===== config.mk =====
export PLATFORM = sky130hd
export DESIGN_NAME = ysyx_22050854_mem_stage
export DESIGN_NICKNAME = d
export VERILOG_FILES = /design/src/rtl/ysyx_22050854_mem_stage.sv
export SDC_FILE = /design/constraint.sdc
export NUM_CORES = 1
export LEC_CHECK = 0
export BUFFER_PORTS_ARGS = -buffer_cell sky130_fd_sc_hd__buf_2
export CAP_MARGIN = 20
export CORE_AREA = 2 2 188 190
export DETAILED_ROUTE_END_ITERATION = 16
export DIE_AREA = 0 0 190 192
export PLACE_DENSITY = 0.76
export SLEW_MARGIN = 20
export SYNTH_ARGS = -nofsm -noshare
export SYNTH_HDL_FRONTEND = slang
export SYNTH_SLANG_ARGS = --single-unit

===== constraint.sdc =====
create_clock -name clk -period 4.4 [get_ports clk]
set_input_delay 0.22 -clock clk [delete_from_list [all_inputs] [get_ports clk]]
set_output_delay 0.22 -clock clk [all_outputs]
set_load 0.005 [all_outputs]

===== src/rtl/ysyx_22050854_mem_stage.sv =====
// Memory-access stage: accepts one instruction at a time from execute and runs
// loads/stores over a single-outstanding req/ack port, then retires to write-back.
module ysyx_22050854_mem_stage (
  input  logic        clk,
  input  logic        rst_n,
  input  logic        in_valid,
  output logic        in_ready,
  input  logic        MemRead,
  input  logic        MemWrite,
  input  logic        MemtoReg,
  input  logic        RegWr,
  input  logic [2:0]  funct3,
  input  logic [63:0] alu_out,
  input  logic [63:0] store_data,
  input  logic [4:0]  rd,
  output logic        mem_req,
  output logic        mem_we,
  output logic [63:0] mem_addr,
  output logic [63:0] mem_wdata,
  output logic [7:0]  mem_wmask,
  input  logic        mem_ack,
  input  logic [63:0] mem_rdata,
  output logic        wb_valid,
  output logic        wb_MemtoReg,
  output logic        wb_RegWr,
  output logic [63:0] wb_alu_out,
  output logic [63:0] wb_mem_data,
  output logic [4:0]  wb_rd,
  output logic        misalign
);

  typedef enum logic {IDLE, BUS} state_t;

  state_t state, state_nxt;

  logic        accept;
  logic        is_mem;
  logic        mis_now;
  logic [2:0]  in_off;
  logic [1:0]  in_size;
  logic [7:0]  lane_mask;
  logic [63:0] lane_data;

  logic [2:0]  p_funct3;
  logic [2:0]  p_off;
  logic        p_load;
  logic [63:0] p_alu_out;
  logic [4:0]  p_rd;
  logic        p_memtoreg;
  logic        p_regwr;

  logic [63:0] rd_shifted;
  logic [63:0] load_ext;

  assign in_ready = (state == IDLE);
  assign accept   = in_valid & in_ready;
  assign is_mem   = MemRead | MemWrite;
  assign in_off   = alu_out[2:0];
  // funct3[1:0] encodes the access size for every code, so 111 falls into D.
  assign in_size  = funct3[1:0];

  always_comb begin
    mis_now = 1'b0;
    if (is_mem) begin
      case (in_size)
        2'b01:   mis_now = in_off[0];
        2'b10:   mis_now = (in_off[1:0] != 2'b00);
        2'b11:   mis_now = (in_off != 3'b000);
        default: mis_now = 1'b0;
      endcase
    end
  end

  always_comb begin
    lane_mask = 8'hFF;
    case (in_size)
      2'b00:   lane_mask = 8'h01 << in_off;
      2'b01:   lane_mask = 8'h03 << in_off;
      2'b10:   lane_mask = 8'h0F << in_off;
      default: lane_mask = 8'hFF;
    endcase
  end

  assign lane_data  = store_data << {in_off, 3'b000};
  assign rd_shifted = mem_rdata >> {p_off, 3'b000};

  always_comb begin
    load_ext = rd_shifted;
    case (p_funct3)
      3'b000:  load_ext = {{56{rd_shifted[7]}},  rd_shifted[7:0]};
      3'b001:  load_ext = {{48{rd_shifted[15]}}, rd_shifted[15:0]};
      3'b010:  load_ext = {{32{rd_shifted[31]}}, rd_shifted[31:0]};
      3'b100:  load_ext = {56'd0, rd_shifted[7:0]};
      3'b101:  load_ext = {48'd0, rd_shifted[15:0]};
      3'b110:  load_ext = {32'd0, rd_shifted[31:0]};
      default: load_ext = rd_shifted;
    endcase
  end

  always_ff @(posedge clk or negedge rst_n) begin
    if (!rst_n) state <= IDLE;
    else        state <= state_nxt;
  end

  always_comb begin
    state_nxt = state;
    case (state)
      IDLE:    if (accept && is_mem && !mis_now) state_nxt = BUS;
      BUS:     if (mem_ack) state_nxt = IDLE;
      default: state_nxt = IDLE;
    endcase
  end

  // Bus registers, pending instruction fields and write-back outputs.
  always_ff @(posedge clk or negedge rst_n) begin
    if (!rst_n) begin
      mem_req     <= 1'b0;
      mem_we      <= 1'b0;
      mem_addr    <= 64'd0;
      mem_wdata   <= 64'd0;
      mem_wmask   <= 8'd0;
      wb_valid    <= 1'b0;
      wb_MemtoReg <= 1'b0;
      wb_RegWr    <= 1'b0;
      wb_alu_out  <= 64'd0;
      wb_mem_data <= 64'd0;
      wb_rd       <= 5'd0;
      misalign    <= 1'b0;
      p_funct3    <= 3'd0;
      p_off       <= 3'd0;
      p_load      <= 1'b0;
      p_alu_out   <= 64'd0;
      p_rd        <= 5'd0;
      p_memtoreg  <= 1'b0;
      p_regwr     <= 1'b0;
    end else begin
      wb_valid <= 1'b0;
      misalign <= 1'b0;
      if (state == IDLE) begin
        if (accept) begin
          if (!is_mem || mis_now) begin
            wb_valid    <= 1'b1;
            misalign    <= mis_now;
            wb_MemtoReg <= MemtoReg;
            wb_RegWr    <= RegWr & ~mis_now;
            wb_alu_out  <= alu_out;
            wb_rd       <= rd;
            wb_mem_data <= 64'd0;
          end else begin
            mem_req    <= 1'b1;
            mem_we     <= MemWrite;
            mem_addr   <= {alu_out[63:3], 3'b000};
            mem_wdata  <= lane_data;
            mem_wmask  <= lane_mask;
            p_funct3   <= funct3;
            p_off      <= in_off;
            p_load     <= MemRead & ~MemWrite;
            p_alu_out  <= alu_out;
            p_rd       <= rd;
            p_memtoreg <= MemtoReg;
            p_regwr    <= RegWr;
          end
        end
      end else if (mem_ack) begin
        mem_req     <= 1'b0;
        wb_valid    <= 1'b1;
        wb_MemtoReg <= p_memtoreg;
        wb_RegWr    <= p_regwr;
        wb_alu_out  <= p_alu_out;
        wb_rd       <= p_rd;
        wb_mem_data <= p_load ? load_ext : 64'd0;
      end
    end
  end

endmodule


==> results.json <==
{
  "final_area_um2": 19200,
  "die_w_um": 190,
  "grt_max_degree": 157,
  "ys_seq_elements": 287,
  "wl_per_cell_um": 20.8,
  "synth_cells": 1637,
  "rsz0062_at_grt": "no",
  "syn_avg_cell_area_um2": 9.19,
  "hold_viol": 0,
  "cts.sinks": 287,
  "final_common_cell": "nand2_1",
  "finalSetupViolations": 0,
  "h-tree-depth": 1,
  "worst-endpoint-arrival_ns": 3.50,
  "drc": 0,
  "p_total_w": 0.0102,
  "pwr-share-clk": 0.282,
  "nNetsFinal": 2281,
  "grt.total_usage": 0.278,
  "netlist.area_leader.share": 0.478,
  "routed_via_density": 5.52,
  "cts_buffers": 31,
  "synth-main-ff-cell": "dfrtp_1",
  "p_per_area_nw_per_um2": 532,
  "mostFrequentLayoutCells": "nand2_1, buf_2, dfrtp_1",
  "power_leakage_nw": 9.99,
  "grt_antenna_before_repair": 4,
  "drtAntennaViolNets": 0,
  "critical_path.max_fanout": 37,
  "clk_latency_ns": 0.58,
  "fmax_mhz": 335,
  "hold_path.class": "primary input to flop",
  "netlist_area_um2": 15000,
  "dieArea_um2": 36500,
  "ys_seq_area_frac": 0.478,
  "drtPass1Iterations": 5,
  "cp-start-kind": "flop",
  "synth_edf_count": 0,
  "vias": 14100,
  "place_area_um2": 17200,
  "worstMarginPinSlew_ns": 1.05,
  "whs_ns": 0.0505,
  "status": "finished, final reports clean",
  "cts_tree": "yes",
  "grt_overflow": 0,
  "drtIter0Drc": 1121,
  "io_pins": 484,
  "drive_gt1_frac": 0.287,
  "yosysUniqueCellTypes": 53,
  "crit_type": "flop to flop",
  "clockRootBuffer": "clkbuf_16",
  "synth_top_cell_by_area": "dfrtp_1",
  "p_int_w": 0.00664,
  "clk_pin_slew_ns": 0.06,
  "p_seq_frac": 0.399,
  "hpwl_um": 37200,
  "place_congestion": 0.971,
  "irDropWorstVdd_v": 0.000354,
  "crit_required_ns": 4.91,
  "clock_skew_ns": 0.00651,
  "initial_core_util": 0.439,
  "switching_power_w": 0.00357,
  "clock_path_buffers": 3,
  "grt_pass1_vias": 13800,
  "maxSlewViolCount": 0,
  "die_h_um": 192,
  "port_buffers": 480,
  "setup_tns_ns": 0,
  "synth_warnings": 0,
  "dp.cells": 2405,
  "area_delta_synth_final_pct": 27.5,
  "synth_area_leaders": "dfrtp_1, nand2_1, mux2i_1",
  "min_period_over_period": 0.679,
  "routed_wl_um": 52900,
  "fin_crit_ns": 2.99,
  "cts_resized": 0,
  "max_slew_margin": 0.296,
  "p_sw_frac": 0.350,
  "std_cell_rows": 68,
  "max_cap_viol_count": 0,
  "synth-async-reset-ratio": 1.00,
  "final_cell_count_no_fill": 2548,
  "grt_pass1_wl_um": 79000,
  "p_comb_frac": 0.319,
  "design.core.area_um2": 34300,
  "endpoint_kind": "flop"
}
[critical path, stage by stage (launching register included)]
cell	delay, ns
dfrtp_2	0.96
mux2i_1	0.29
and3_1	0.28
nor4_1	0.45
a31o_4	0.19
o2bb2ai_2	0.47
a22o_1	0.26
[layer usage]
layer  GRT usage  wire [µm]  up-vias
met4       0.134       2430        2
met2       0.479      26000      694
met5           0         18        -
met1       0.329      19900     6793
met3      0.0638       4500      152
li1            -          -     6430
[registers in the layout, indices dropped and copies added (netlist names), 2 cells and up]
signal,count
mem_wdata,64
mem_wmask,8
p_alu_out,62
p_funct3,3
p_off,2
p_rd,5
wb_alu_out,64
wb_mem_data,64
wb_rd,5
[cells by family (layout without fill, tap and decap cells)]
logic type	Yosys count	in the layout	share of synthesized area
and+or+nand+nor	595	595	0.155
AOI/OAI and AO/OA	347	347	0.144
DFF	287	287	0.478
muxes	207	207	0.147
buffers and inverters	195	647	0.0723
adders and majority gates	5	5	0.00416
other	1	5	0.000249
[stage by stage]
step	setup WS, ns	util
CTS	1.30	0.559
floorplan	2.42	-
finish	1.41	0.559
detailed placement	1.33	0.501
global route	1.21	0.559
global placement	1.41	0.501
[power groups by stage]
stage / clock network [W] / registers (W) / logic (W)
2_1_floorplan: 0 / 0.00394 / 0.00191
5_1_grt: 0.00304 / 0.00416 / 0.00356
4_1_cts: 0.00292 / 0.00405 / 0.00323
3_3_place_gp: 0 / 0.00406 / 0.00307
6_report: 0.00288 / 0.00407 / 0.00325
3_5_place_dp: 0 / 0.00409 / 0.00315
[Yosys cell counts (all sizes together) (12+ instances only)]
master,n
clkbuf,64
a22o,23
o22ai,12
mux2i,174
nor2,60
nand3,18
o21ai,168
dfrtp,287
mux2,25
a31oi,17
buf,125
nand2,485
a21oi,40
o31ai,16
a211oi,13
[worst paths after layout]
path	endpoint	slack (ns)	cells past startpoint	from
min	wb_alu_out[1]	0.05	3	alu_out[1]
max	wb_mem_data[40]	1.41	6	p_off[0]
min in group asynchronous	p_alu_out[63]	0.29	3	rst_n
min reg2reg	mem_wmask[0]	0.47	2	mem_wmask[0]
max in group asynchronous	p_alu_out[47]	3.36	3	rst_n
max reg2reg	wb_mem_data[40]	1.41	6	p_off[0]
[repair_timing]
| action | in CTS | in global routing |
|---|---|---|
| hold buffers | 84 | 0 |
| buffers inserted | 0 | 0 |
| hold endpoints to repair | 439 | 0 |
| endpoints found under the setup margin | 0 | 0 |
[area by class of cell]
cell class / count / area (µm²)
Sequential cell: 287 / 7190
Tap cell: 455 / 569
Multi-Input combinational cell: 1157 / 6800
Clock inverter: 15 / 245
Clock buffer: 41 / 883
Antenna cell: 2 / 5.00
Inverter: 6 / 22.5
Fill cell: 2953 / 15100
Timing Repair Buffer: 585 / 3470
No activity file was read; power rests on OpenSTA's default activity.
